[src/rtl/dbg_abs_cmd_gpr.sv]
// Abstract-command engine for debug Access Register commands targeting GPRs.
// Checks each command and turns it into one register-file read or write strobe.
module dbg_abs_cmd_gpr #(
  parameter int unsigned DATA_WIDTH     = 32,
  parameter int unsigned GPR_ADDR_WIDTH = 5,
  parameter int unsigned TIMEOUT        = 8
) (
  input  logic                  dbg_clk,
  input  logic                  dbg_rst,
  input  logic                  cmd_valid_i,
  input  logic [15:0]           cmd_regno_i,
  input  logic                  cmd_write_i,
  input  logic                  cmd_transfer_i,
  input  logic [2:0]            cmd_aarsize_i,
  input  logic                  data0_wr_i,
  input  logic [DATA_WIDTH-1:0] data0_wdata_i,
  input  logic [2:0]            cmderr_clr_i,
  input  logic                  hart_halted_i,
  output logic [DATA_WIDTH-1:0] data0_o,
  output logic                  busy_o,
  output logic [2:0]            cmderr_o,
  output logic                  dbg_mode_valid_o,
  output logic                  dbg_mode_write_en_o,
  output logic [DATA_WIDTH-1:0] dbg_mode_write_data_o,
  output logic [15:0]           dbg_mode_gpr_addr_o,
  output logic                  dbg_mode_read_en_o,
  input  logic [DATA_WIDTH-1:0] dbg_mode_gpr_read_data_i,
  input  logic                  dbg_gpr_read_valid_i
);

  localparam int unsigned CNT_W = $clog2(TIMEOUT + 1);
  localparam int unsigned HI_W  = 16 - GPR_ADDR_WIDTH;
  localparam logic [HI_W-1:0] REGNO_HI = HI_W'(16'h1000 >> GPR_ADDR_WIDTH);
  localparam logic [2:0] AARSIZE   = (DATA_WIDTH == 64) ? 3'd3 : 3'd2;
  localparam logic [2:0] ERR_BUSY  = 3'd1;
  localparam logic [2:0] ERR_NSUP  = 3'd2;
  localparam logic [2:0] ERR_EXC   = 3'd3;
  localparam logic [2:0] ERR_HALT  = 3'd4;

  typedef enum logic [2:0] {S_IDLE, S_CHECK, S_WRITE, S_READ, S_DONE} state_t;

  state_t           state, state_n;
  logic [15:0]      regno_q, regno_n;
  logic             write_q, write_n;
  logic             xfer_q, xfer_n;
  logic [2:0]       size_q, size_n;
  logic [CNT_W-1:0] cnt, cnt_n;
  logic [DATA_WIDTH-1:0] data0_n, wdata_n;
  logic [2:0]       cmderr_n, err_code;
  logic             err_set;
  logic             busy_n, valid_n, wen_n, ren_n;
  logic [15:0]      addr_n;

  // State, command latch and registered outputs
  always_ff @(posedge dbg_clk or posedge dbg_rst) begin
    if (dbg_rst) begin
      state                 <= S_IDLE;
      regno_q               <= '0;
      write_q               <= 1'b0;
      xfer_q                <= 1'b0;
      size_q                <= '0;
      cnt                   <= '0;
      data0_o               <= '0;
      cmderr_o              <= '0;
      busy_o                <= 1'b0;
      dbg_mode_valid_o      <= 1'b0;
      dbg_mode_write_en_o   <= 1'b0;
      dbg_mode_read_en_o    <= 1'b0;
      dbg_mode_gpr_addr_o   <= '0;
      dbg_mode_write_data_o <= '0;
    end else begin
      state                 <= state_n;
      regno_q               <= regno_n;
      write_q               <= write_n;
      xfer_q                <= xfer_n;
      size_q                <= size_n;
      cnt                   <= cnt_n;
      data0_o               <= data0_n;
      cmderr_o              <= cmderr_n;
      busy_o                <= busy_n;
      dbg_mode_valid_o      <= valid_n;
      dbg_mode_write_en_o   <= wen_n;
      dbg_mode_read_en_o    <= ren_n;
      dbg_mode_gpr_addr_o   <= addr_n;
      dbg_mode_write_data_o <= wdata_n;
    end
  end

  // Next state, data0/cmderr update and next-cycle output values
  always_comb begin
    state_n  = state;
    regno_n  = regno_q;
    write_n  = write_q;
    xfer_n   = xfer_q;
    size_n   = size_q;
    cnt_n    = cnt;
    data0_n  = data0_o;
    cmderr_n = cmderr_o & ~cmderr_clr_i;
    err_set  = 1'b0;
    err_code = '0;

    unique case (state)
      S_IDLE: begin
        if (data0_wr_i) data0_n = data0_wdata_i;
        if (cmd_valid_i && (cmderr_o == 3'd0)) begin
          regno_n = cmd_regno_i;
          write_n = cmd_write_i;
          xfer_n  = cmd_transfer_i;
          size_n  = cmd_aarsize_i;
          state_n = S_CHECK;
        end
      end
      S_CHECK: begin
        cnt_n   = '0;
        state_n = S_DONE;
        if (!hart_halted_i) begin
          err_set  = 1'b1;
          err_code = ERR_HALT;
        end else if (xfer_q) begin
          if ((size_q != AARSIZE) || (regno_q[15:GPR_ADDR_WIDTH] != REGNO_HI)) begin
            err_set  = 1'b1;
            err_code = ERR_NSUP;
          end else if (regno_q[GPR_ADDR_WIDTH-1:0] == '0) begin
            // x0: writes are dropped, reads return zero without touching the file
            if (!write_q) data0_n = '0;
          end else begin
            state_n = write_q ? S_WRITE : S_READ;
          end
        end
      end
      S_WRITE: state_n = S_DONE;
      S_READ: begin
        if (dbg_gpr_read_valid_i) begin
          data0_n = dbg_mode_gpr_read_data_i;
          state_n = S_DONE;
        end else if (cnt == CNT_W'(TIMEOUT)) begin
          err_set  = 1'b1;
          err_code = ERR_EXC;
          state_n  = S_DONE;
        end else begin
          cnt_n = CNT_W'(cnt + 1'b1);
        end
      end
      S_DONE:  state_n = S_IDLE;
      default: state_n = S_IDLE;
    endcase

    // DMI access while a command runs is flagged unless the command itself failed
    if ((state != S_IDLE) && (cmd_valid_i || data0_wr_i) && !err_set) begin
      err_set  = 1'b1;
      err_code = ERR_BUSY;
    end
    if (err_set && (cmderr_o == 3'd0)) cmderr_n = err_code;

    busy_n  = (state_n != S_IDLE);
    wen_n   = (state_n == S_WRITE);
    ren_n   = (state_n == S_READ);
    valid_n = wen_n || ren_n;
    addr_n  = valid_n ? regno_n : 16'd0;
    wdata_n = wen_n ? data0_o : '0;
  end

endmodule
[config.mk]
export PLATFORM = sky130hd
export DESIGN_NAME = dbg_abs_cmd_gpr
export DESIGN_NICKNAME = d
export VERILOG_FILES = /design/src/rtl/dbg_abs_cmd_gpr.sv
export SDC_FILE = /design/constraint.sdc
export NUM_CORES = 1
export LEC_CHECK = 0
export BUFFER_PORTS_ARGS = -buffer_cell sky130_fd_sc_hd__buf_4
export CAP_MARGIN = 20
export CELL_PAD_IN_SITES_DETAIL_PLACEMENT = 0
export CELL_PAD_IN_SITES_GLOBAL_PLACEMENT = 1
export CORE_MARGIN = 5
export CORE_UTILIZATION = 38
export DETAILED_ROUTE_END_ITERATION = 6
export PLACE_DENSITY = 0.84
export SLEW_MARGIN = 20
export SYNTH_ARGS = -nofsm -noshare
export SYNTH_HDL_FRONTEND = slang
export SYNTH_SLANG_ARGS = --single-unit
[constraint.sdc]
create_clock -name dbg_clk -period 3.8 [get_ports dbg_clk]
set_input_delay 0.19 -clock dbg_clk [delete_from_list [all_inputs] [get_ports dbg_clk]]
set_output_delay 0.19 -clock dbg_clk [all_outputs]
set_load 0.01 [all_outputs]
# Word level (Yosys, flattened, before mapping)
# Index checks and enable logic that the tools add are counted.
[totals]
reg_bits = 115
in_bits = 94
elab_cells = 91
output_inout_bits = 87
[op_classes]
mux = 39
reduce_logical = 18
n_addsub = 1
bitwise = 2
n_eq_ne = 17
[ops]
columns = ["operator", "n"]
rows = [
  ["32-bit two-way mux", 8],
  ["32-bit one-hot mux with 3 select lines", 1],
  ["16-bit two-way mux", 3],
  ["3-bit two-way mux", 10],
  ["2-bit inequality test, second input constant", 9],
  ["3-bit by 2-bit equality test with 1-bit output, second input constant", 4],
  ["3-bit one-hot mux with 4 select lines", 1],
  ["11-bit by 8-bit inequality test with 1-bit output, second input constant", 1],
  ["3-bit nonzero test", 3],
  ["2-bit two-way mux", 4],
  ["4-bit two-way mux", 2],
  ["4-bit one-hot mux with 2 select lines", 1],
  ["8-bit AND reduction", 1],
  ["1-bit two-way mux", 7],
  ["3-bit zero test", 2],
  ["3-bit one-hot mux with 2 select lines", 1],
  ["5-bit zero test", 1],
  ["4-bit by 1-bit adder with 4-bit output, second input constant", 1],
  ["4-bit equality test, second input constant", 1],
  ["1-bit logical AND", 4],
  ["3-bit AND", 1],
  ["3-bit by 1-bit equality test with 1-bit output, second input constant", 1],
  ["1-bit logical OR", 3],
  ["3-bit by 2-bit inequality test with 1-bit output, second input constant", 1],
  ["other kinds (6)", 6],
]

# Longest topological paths before layout
# Gate-level depths: netlist of run 1.
[depth]
ltp_word = 11
mapped_depth = 8
mapped_depth_nobuf = 7

# Worst setup path before layout of run 1
# OpenSTA, ideal clock, no wires.
[synth_timing]
kind = "reg-to-reg"
from = "register regno_q[0]"
to = "register data0_o[0]"
path_slack_ns = 1.905
t_arrival_ns = 1.768
stages_incl_launch_ff = 6
setup_ns = 0.127
n_path_buf = 1
t_required_ns = 3.673
period_less_slack_ns = 1.895
cell_sequence = "dfrtp_1 > or4_1 > nor4_1 > o21ai_1 > buf_6 > mux2_1"
[synth_between]
elab_chain_cells = 3
[synth_lines]
columns = ["element", "line", "text"]
rows = [
  ["from (decl)", "43", "logic [15:0] regno_q, regno_n;"],
  ["from (signal assigned)", "73", "regno_q <= regno_n;"],
  ["5-bit zero test", "123", "end else if (regno_q[GPR_ADDR_WIDTH-1:0] == '0) begin"],
  ["2-bit inequality test (no source line)", "n/a", ""],
  ["8-bit AND reduction (no source line)", "n/a", ""],
  ["to (signal assigned)", "78", "data0_o <= data0_n;"],
  ["to (decl)", "19", "output logic [DATA_WIDTH-1:0] data0_o,"],
]
# No other way between the ends.
# A chain may end at the register's enable or synchronous reset.

# Worst setup path after layout of run 1
[layout_timing]
from = "register state[2]"
to = "register dbg_mode_gpr_addr_o[1]"
[layout_between]
elab_chain_cells = 6
elab_cells_between_ends = 13
classes_between = "eq/ne (5); mux (6); reduce/logical (2)"
[layout_lines]
columns = ["element", "line", "text"]
rows = [
  ["from (decl)", "42", "state_t state, state_n;"],
  ["from (signal assigned)", "72", "state <= state_n;"],
  ["3-bit two-way mux", "136", "end else if (cnt == CNT_W'(TIMEOUT)) begin"],
  ["3-bit two-way mux", "133", "if (dbg_gpr_read_valid_i) begin"],
  ["3-bit one-hot mux with 4 select lines", "102", "unique case (state)"],
  ["3-bit by 2-bit equality test with 1-bit output (on tied branches)", "156, 157", ""],
  ["1-bit logical OR", "158", "valid_n = wen_n || ren_n;"],
  ["16-bit two-way mux (*)", "159", "addr_n = valid_n ? regno_n : 16'd0;"],
  ["via addr_n[1]", "52", "logic [15:0] addr_n;"],
  ["to (signal assigned)", "84", "dbg_mode_gpr_addr_o <= addr_n;"],
  ["to (decl)", "25", "output logic [15:0] dbg_mode_gpr_addr_o,"],
]
# Mark *: on every way through the listed nets, which the timed path passes. The rest lies on a longest branch.

==> results of run 1 <==
-- through the flow --
stage               hold slack [ns]  cells  power (mW)  setup slack, ns  cell area [µm²]
floorplan                     0.279    339        2.74            0.566             4620
global placement              0.382    652        3.28             1.16             6080
detailed placement            0.393    652        3.33             1.07             6080
CTS                         0.00987    686        4.77             1.06             6650
global route                0.00892    688        5.04            0.811             6690
finish                      -0.0685    688        4.75             1.13             6690
-- cells by family (layout without fill, tap and decap cells) --
kind of cell             after synthesis  after routing  synth area share, %
adder cells (fa/ha/maj)                2              2                0.542
XOR/XNOR                               1              1                0.190
AO/OA/AOI/OAI                         54             54                 9.05
flip-flops                           115            115                 62.3
multiplexers                          52             52                 12.7
buffers and inverters                 26            228                 3.20
AND/OR/NAND/NOR                       89             89                 12.0
-- layout by cell type, fill, tap and decap left out, drive strengths merged, types with 4 or more instances in the layout --
master / instances
and2: 48
clkinvlp: 6
a21oi: 4
mux2: 52
buf: 185
dfrtp: 115
clkbuf: 19
a22o: 32
o21ai: 8
nand2: 10
nor2: 9
inv: 9
clkinv: 6
-- layout make-up --
| class | count | area, µm² |
|---|---|---|
| flip-flops and latches | 115 | 2880 |
| fillers | 1001 | 5270 |
| multi-input cells | 198 | 1610 |
| repair buffers | 188 | 1450 |
| well taps | 147 | 184 |
| clock inverters | 12 | 86.3 |
| inverters | 9 | 38.8 |
| clock buffers | 19 | 453 |
-- flip-flops by register name, indices dropped and copies added, names as in the netlist, 3 cells and up --
signal / cells
state: 3
size_q: 3
dbg_mode_gpr_addr_o: 16
cmderr_o: 3
regno_q: 16
cnt: 4
data0_o: 32
dbg_mode_write_data_o: 32
-- routing by layer --
| metal | GRT usage [%] | wire (µm) | vias up |
|---|---|---|---|
| li1 | - | - | 1569 |
| met1 | 17.6 | 4410 | 1655 |
| met2 | 28.6 | 6110 | 124 |
| met3 | 8.23 | 1120 | 6 |
| met4 | 3.97 | 67 | 0 |
| met5 | 0 | 0 | - |
-- power by group --
part / switching, mW / internal [mW] / leakage (nW)
sequential: 0.218 / 1.55 / 1.50
combinational: 0.679 / 0.885 / 1.60
clock: 0.556 / 0.860 / 0.249
total: 1.45 / 3.30 / 3.34
-- how the worst max path moves through the flow --
stage | slack, ns | endpoint | startpoint | cells after the start
finish | 1.13 | dbg_mode_gpr_addr_o[1] | state[2] | 5
floorplan | 0.57 | busy_o | dbg_rst | 1
global route | 0.81 | dbg_mode_gpr_addr_o[1] | state[2] | 5
detailed placement | 1.07 | dbg_mode_gpr_addr_o[0] | state[2] | 5
global placement | 1.16 | dbg_mode_gpr_addr_o[8] | state[2] | 5
CTS | 1.06 | dbg_mode_gpr_addr_o[7] | state[2] | 5
-- synth_stat cells, drive strengths merged, types with 3 or more instances --
master	number
inv	9
nor3	3
nand2	10
nor2	9
and2	48
a22o	32
clkbuf	6
mux2	52
buf	11
nand2b	3
nor2b	3
nor4	3
dfrtp	115
o21ai	8
a21oi	4
-- what timing repair did --
item | CTS | global route
hold buffers | 3 | 0
endpoints found under the hold margin | 2 | 0
endpoints found under the setup margin | 0 | 0
==> metrics.cfg, run 1 <==
[run_status]
status = finished, violations left
violations = hold timing

[sta]
rsz0062_at_grt = no
fin_crit_sh_pct = 70.4
worst_pin_slew_ns = 0.814
fin_hold_ws_ns = -0.0685
hold_viol = 86
finalSetupViolCount = 0
tns_ns = 0
layout_min_cycle_time_ns = 2.68
slew_headroom_pct = 45.8
maxSlewViolCount = 0
fmax_mhz = 374
fin_worst_skew_ns = 0.0194

[clock_tree]
cts_setup_buffers = 0
path_clk_slew_ns = 0.06
cts_tree = yes
cts_buffers = 17
clock-sinks = 115
clock_insertion_delay_worst_skew_ns = 0.40
htreeDepth = 4
cts_resized = 0
cts_buffer_depth = 2
root_buffer = clkbuf_16

[setup_path]
critPathTopFamily = simple AND/OR/NAND/NOR gates
crit_path_end_kind = flop
r2r-start = state[2]
worst-setup-path-type = reg2reg
worstPathCellList = nand2b_2, nor2_2, nand2_1, nand2_1, and2_1
r2r_cells = 5
cp_common_cell = nand2_1
crit_fanout = 37
regToRegSetupSlack_ns = 1.13
critical-path-slowest-cell = nor2_2
start_kind = flop
timing.critical_path.buf_inv = 0
r2r_end = dbg_mode_gpr_addr_o[1]
worstPathArrival_ns = 3.00
crit_required_ns = 4.13
cpPeakStageDelay_ns = 0.74

[placed_design]
portBuffers = 180
hpwl_mm = 8.33
gp_congestion = 0.839

[global_routing]
grt_pass1_wl_mm = 18.6
antenna_found_initial = 0
grt_pass1_vias = 3709
grt_max_degree = 88
grt_overflow = 0
track_usage_pct = 16.3

[logic_synthesis]
yosysSeqAreaShare_pct = 62.3
ys_types = 39
syn_avg_cell_area_um2 = 13.6
ys_async_sr_fraction_pct = 100
yosysWarnings = 0
syn-num-nets = 435
syn_area_um2 = 4620
yosys.area.top_type_share_pct = 62.3
synth.area.top_cells = dfrtp_1, mux2_2, and2_1, a22o_1, buf_6
syn-instance-count = 339
synth-edff-count = 0
ys.flop_type = dfrtp_1
ys_ff_latch = 115
synth_top_area_cell = dfrtp_1

[cells_and_area]
final_util_pct = 56.0
final_nets = 625
antenna_cells = 0
syn_to_final_growth_pct = 45.0
drive_gt1_share_pct = 50.5

[floorplan]
die_area_um2 = 14500
core_um2 = 12000
die_y_um = 120
die-width_um = 120
rows = 40
start_util_pct = 38.6
num_io_pins = 181

[power_and_ir_drop]
ir_drop_v = 0.000348
leakage_nw = 3.34
p_per_area_nw_per_um2 = 710

[route]
wl_per_cell_um = 17.0
finalWirelength_mm = 11.7
vias = 3354
via_per_inst = 4.88
antenna_left = 0
drc = 0
dr.first_iter.drc_count = 154
dr.pass1.iters = 4

[worst_hold_path]
min_path_type = in2async

[job]
max_cap_viol_count = 0

Note: power is estimated with default switching activity, not from simulation.
==> inputs of run 2 (changes only) <==
- CORE_UTILIZATION: 38 -> 34
- PLACE_DENSITY: 0.84 -> 0.8
- clock period: 3.8 -> 2.2 ns (I/O delays scaled with it)
==> metrics.cfg, run 2 (synthesized netlist as in run 1, its figures left out) <==
[setup_path]
crit_required_ns = 2.48  ; -1.65 ns
crit_fanout = 32  ; -14%
cpPeakStageDelay_ns = 0.38  ; -0.36 ns
worstPathArrival_ns = 2.34  ; -0.66 ns
worst-setup-path-type = reg2reg
start_kind = flop
worstPathCellList = nor4b_2, nand4_1, nor4_2, buf_4, o21ai_4, buf_12, mux2_1
crit_path_end_kind = flop
critical-path-slowest-cell = dfrtp_1

[sta]
fin_hold_ws_ns = 0.0237  ; +0.0921 ns
hold_viol = 0  ; -100%
maxSlewViolCount = 0  ; unchanged
fin_crit_sh_pct = 93.7  ; +23 points
layout_min_cycle_time_ns = 2.06  ; -0.614 ns
fin_worst_skew_ns = 0.0119  ; -0.00750 ns
worst_pin_slew_ns = 0.535  ; -0.279 ns
finalSetupViolCount = 0  ; unchanged
fmax_mhz = 485  ; +30%
slew_headroom_pct = 64.3  ; +19 points

[route]
vias = 3485  ; +3.9%
dr.pass1.iters = 4  ; unchanged
antenna_left = 0  ; unchanged
via_per_inst = 4.65  ; -4.6%
dr.first_iter.drc_count = 149  ; -3.2%
finalWirelength_mm = 12.1  ; +3.6%
drc = 0  ; unchanged
wl_per_cell_um = 16.2  ; -4.8%

[cells_and_area]
top_regs = data0_o (32), dbg_mode_write_data_o (32)
drive_gt1_share_pct = 49.4  ; -1.1 points
antenna_cells = 0  ; unchanged
final_util_pct = 53.1  ; -2.9 points
syn_to_final_growth_pct = 52.9
final_nets = 656  ; +5.0%
final_common_cell = buf_4
final_cells = 749  ; +8.9%
layout_common_cells = buf_4, dfrtp_1, mux2_2, and2_1, a22o_1

[global_routing]
grt_pass1_vias = 3714  ; +0.13%
grt_pass1_wl_mm = 19.2  ; +2.9%
grt_max_degree = 102  ; +16%
antenna_found_initial = 0  ; unchanged
grt_overflow = 0  ; unchanged
track_usage_pct = 15.2  ; -1.1 points

[clock_tree]
clock_insertion_delay_worst_skew_ns = 0.40  ; about the same
cts_tree = yes
clock-sinks = 115  ; unchanged
root_buffer = clkbuf_16
cts_buffer_depth = 2  ; unchanged
path_clk_slew_ns = 0.05  ; about the same
cts_setup_buffers = 0  ; unchanged
cts_buffers = 17  ; unchanged
htreeDepth = 4  ; unchanged

[floorplan]
start_util_pct = 34.7  ; -3.9 points
core_um2 = 13300  ; +11%
die_area_um2 = 16000  ; +11%
num_io_pins = 181  ; unchanged
rows = 42  ; +5.0%
die_y_um = 127  ; +5.2%
die-width_um = 127  ; +5.2%

[job]
max_cap_viol_count = 0  ; unchanged

[power_and_ir_drop]
ir_drop_v = 0.000841  ; +140%
p_per_area_nw_per_um2 = 1190  ; +68%
leakage_nw = 3.48  ; +4.1%

[run_status]
status = completed

[placed_design]
portBuffers = 180  ; unchanged
hpwl_mm = 8.56  ; +2.7%
gp_congestion = 0.813  ; -3.1%
dp_cells = 691  ; +6.0%

[worst_hold_path]
min_path_type = in2reg

run 2: cell count changes in the layout (fill, tap and decap cells not counted), sizes merged:
cell / previous run / this run
bufinv: 0 / 1
buf: 185 / 193
clkinv: 6 / 4
dlygate4sd3: 3 / 26
clkinvlp: 6 / 8
run 2: path summary, 6_finish.rpt:
check / startpoint / end / slack, ns / cells past startpoint
max: regno_q[13] / data0_o[29] / 0.14 / 7
min: hart_halted_i / cmderr_o[1] / 0.02 / 3
max reg2reg: regno_q[13] / data0_o[29] / 0.14 / 7
min reg2reg: data0_o[8] / dbg_mode_write_data_o[8] / 0.49 / 1
max in group asynchronous: dbg_rst / dbg_mode_write_data_o[21] / 1.12 / 4
min in group asynchronous: dbg_rst / regno_q[15] / 0.26 / 3
run 2: layer usage:
metal / part of all wire [%] / up-vias / GRT usage (%)
met4: 1.8 / 0 / 5.99
met2: 51 / 125 / 25.9
met5: 0 / - / 0
met3: 7.6 / 14 / 5.30
met1: 40 / 1712 / 17.7
li1: - / 1634 / -
run 2: cell type report:
type / count / area, µm²
tap: 176 / 220
clock buffer: 19 / 443
timing repair buffer: 219 / 1750
clock inverter: 13 / 111
sequential: 115 / 2880
fill: 1146 / 6240
multi-input combinational: 198 / 1620
inverter: 9 / 37.5
run 2: through the flow:
stage	power, mW	setup WS (ns)	area, µm²	TNS [ns]
finish	8.40	0.139	7060	0
global route	8.90	-0.00606	7060	-0.00606
CTS	8.51	0.106	7040	0
detailed placement	5.89	0.117	6230	0
global placement	5.80	0.147	6230	0
floorplan	4.74	0.305	4620	0
run 2: timing repair:
action,in CTS,in global routing
endpoints found under the setup margin,0,10
endpoints found under the hold margin,38,0
hold buffers,26,0
resized for setup,0,3
run 2: report_power, final:
group	internal, mW	switching (mW)	leakage (nW)
Sequential	2.68	0.376	1.50
Clock	1.57	0.946	0.253
Combinational	1.59	1.23	1.73
Total	5.85	2.55	3.48
run 2: critical path, delay by kind of cell (launching register included):
family	cells	cell delay, ns
AO/OA/AOI/OAI	1	0.05
multiplexers	1	0.32
AND/OR/NAND/NOR	3	0.81
flip-flops	1	0.38
buffers and inverters	2	0.35
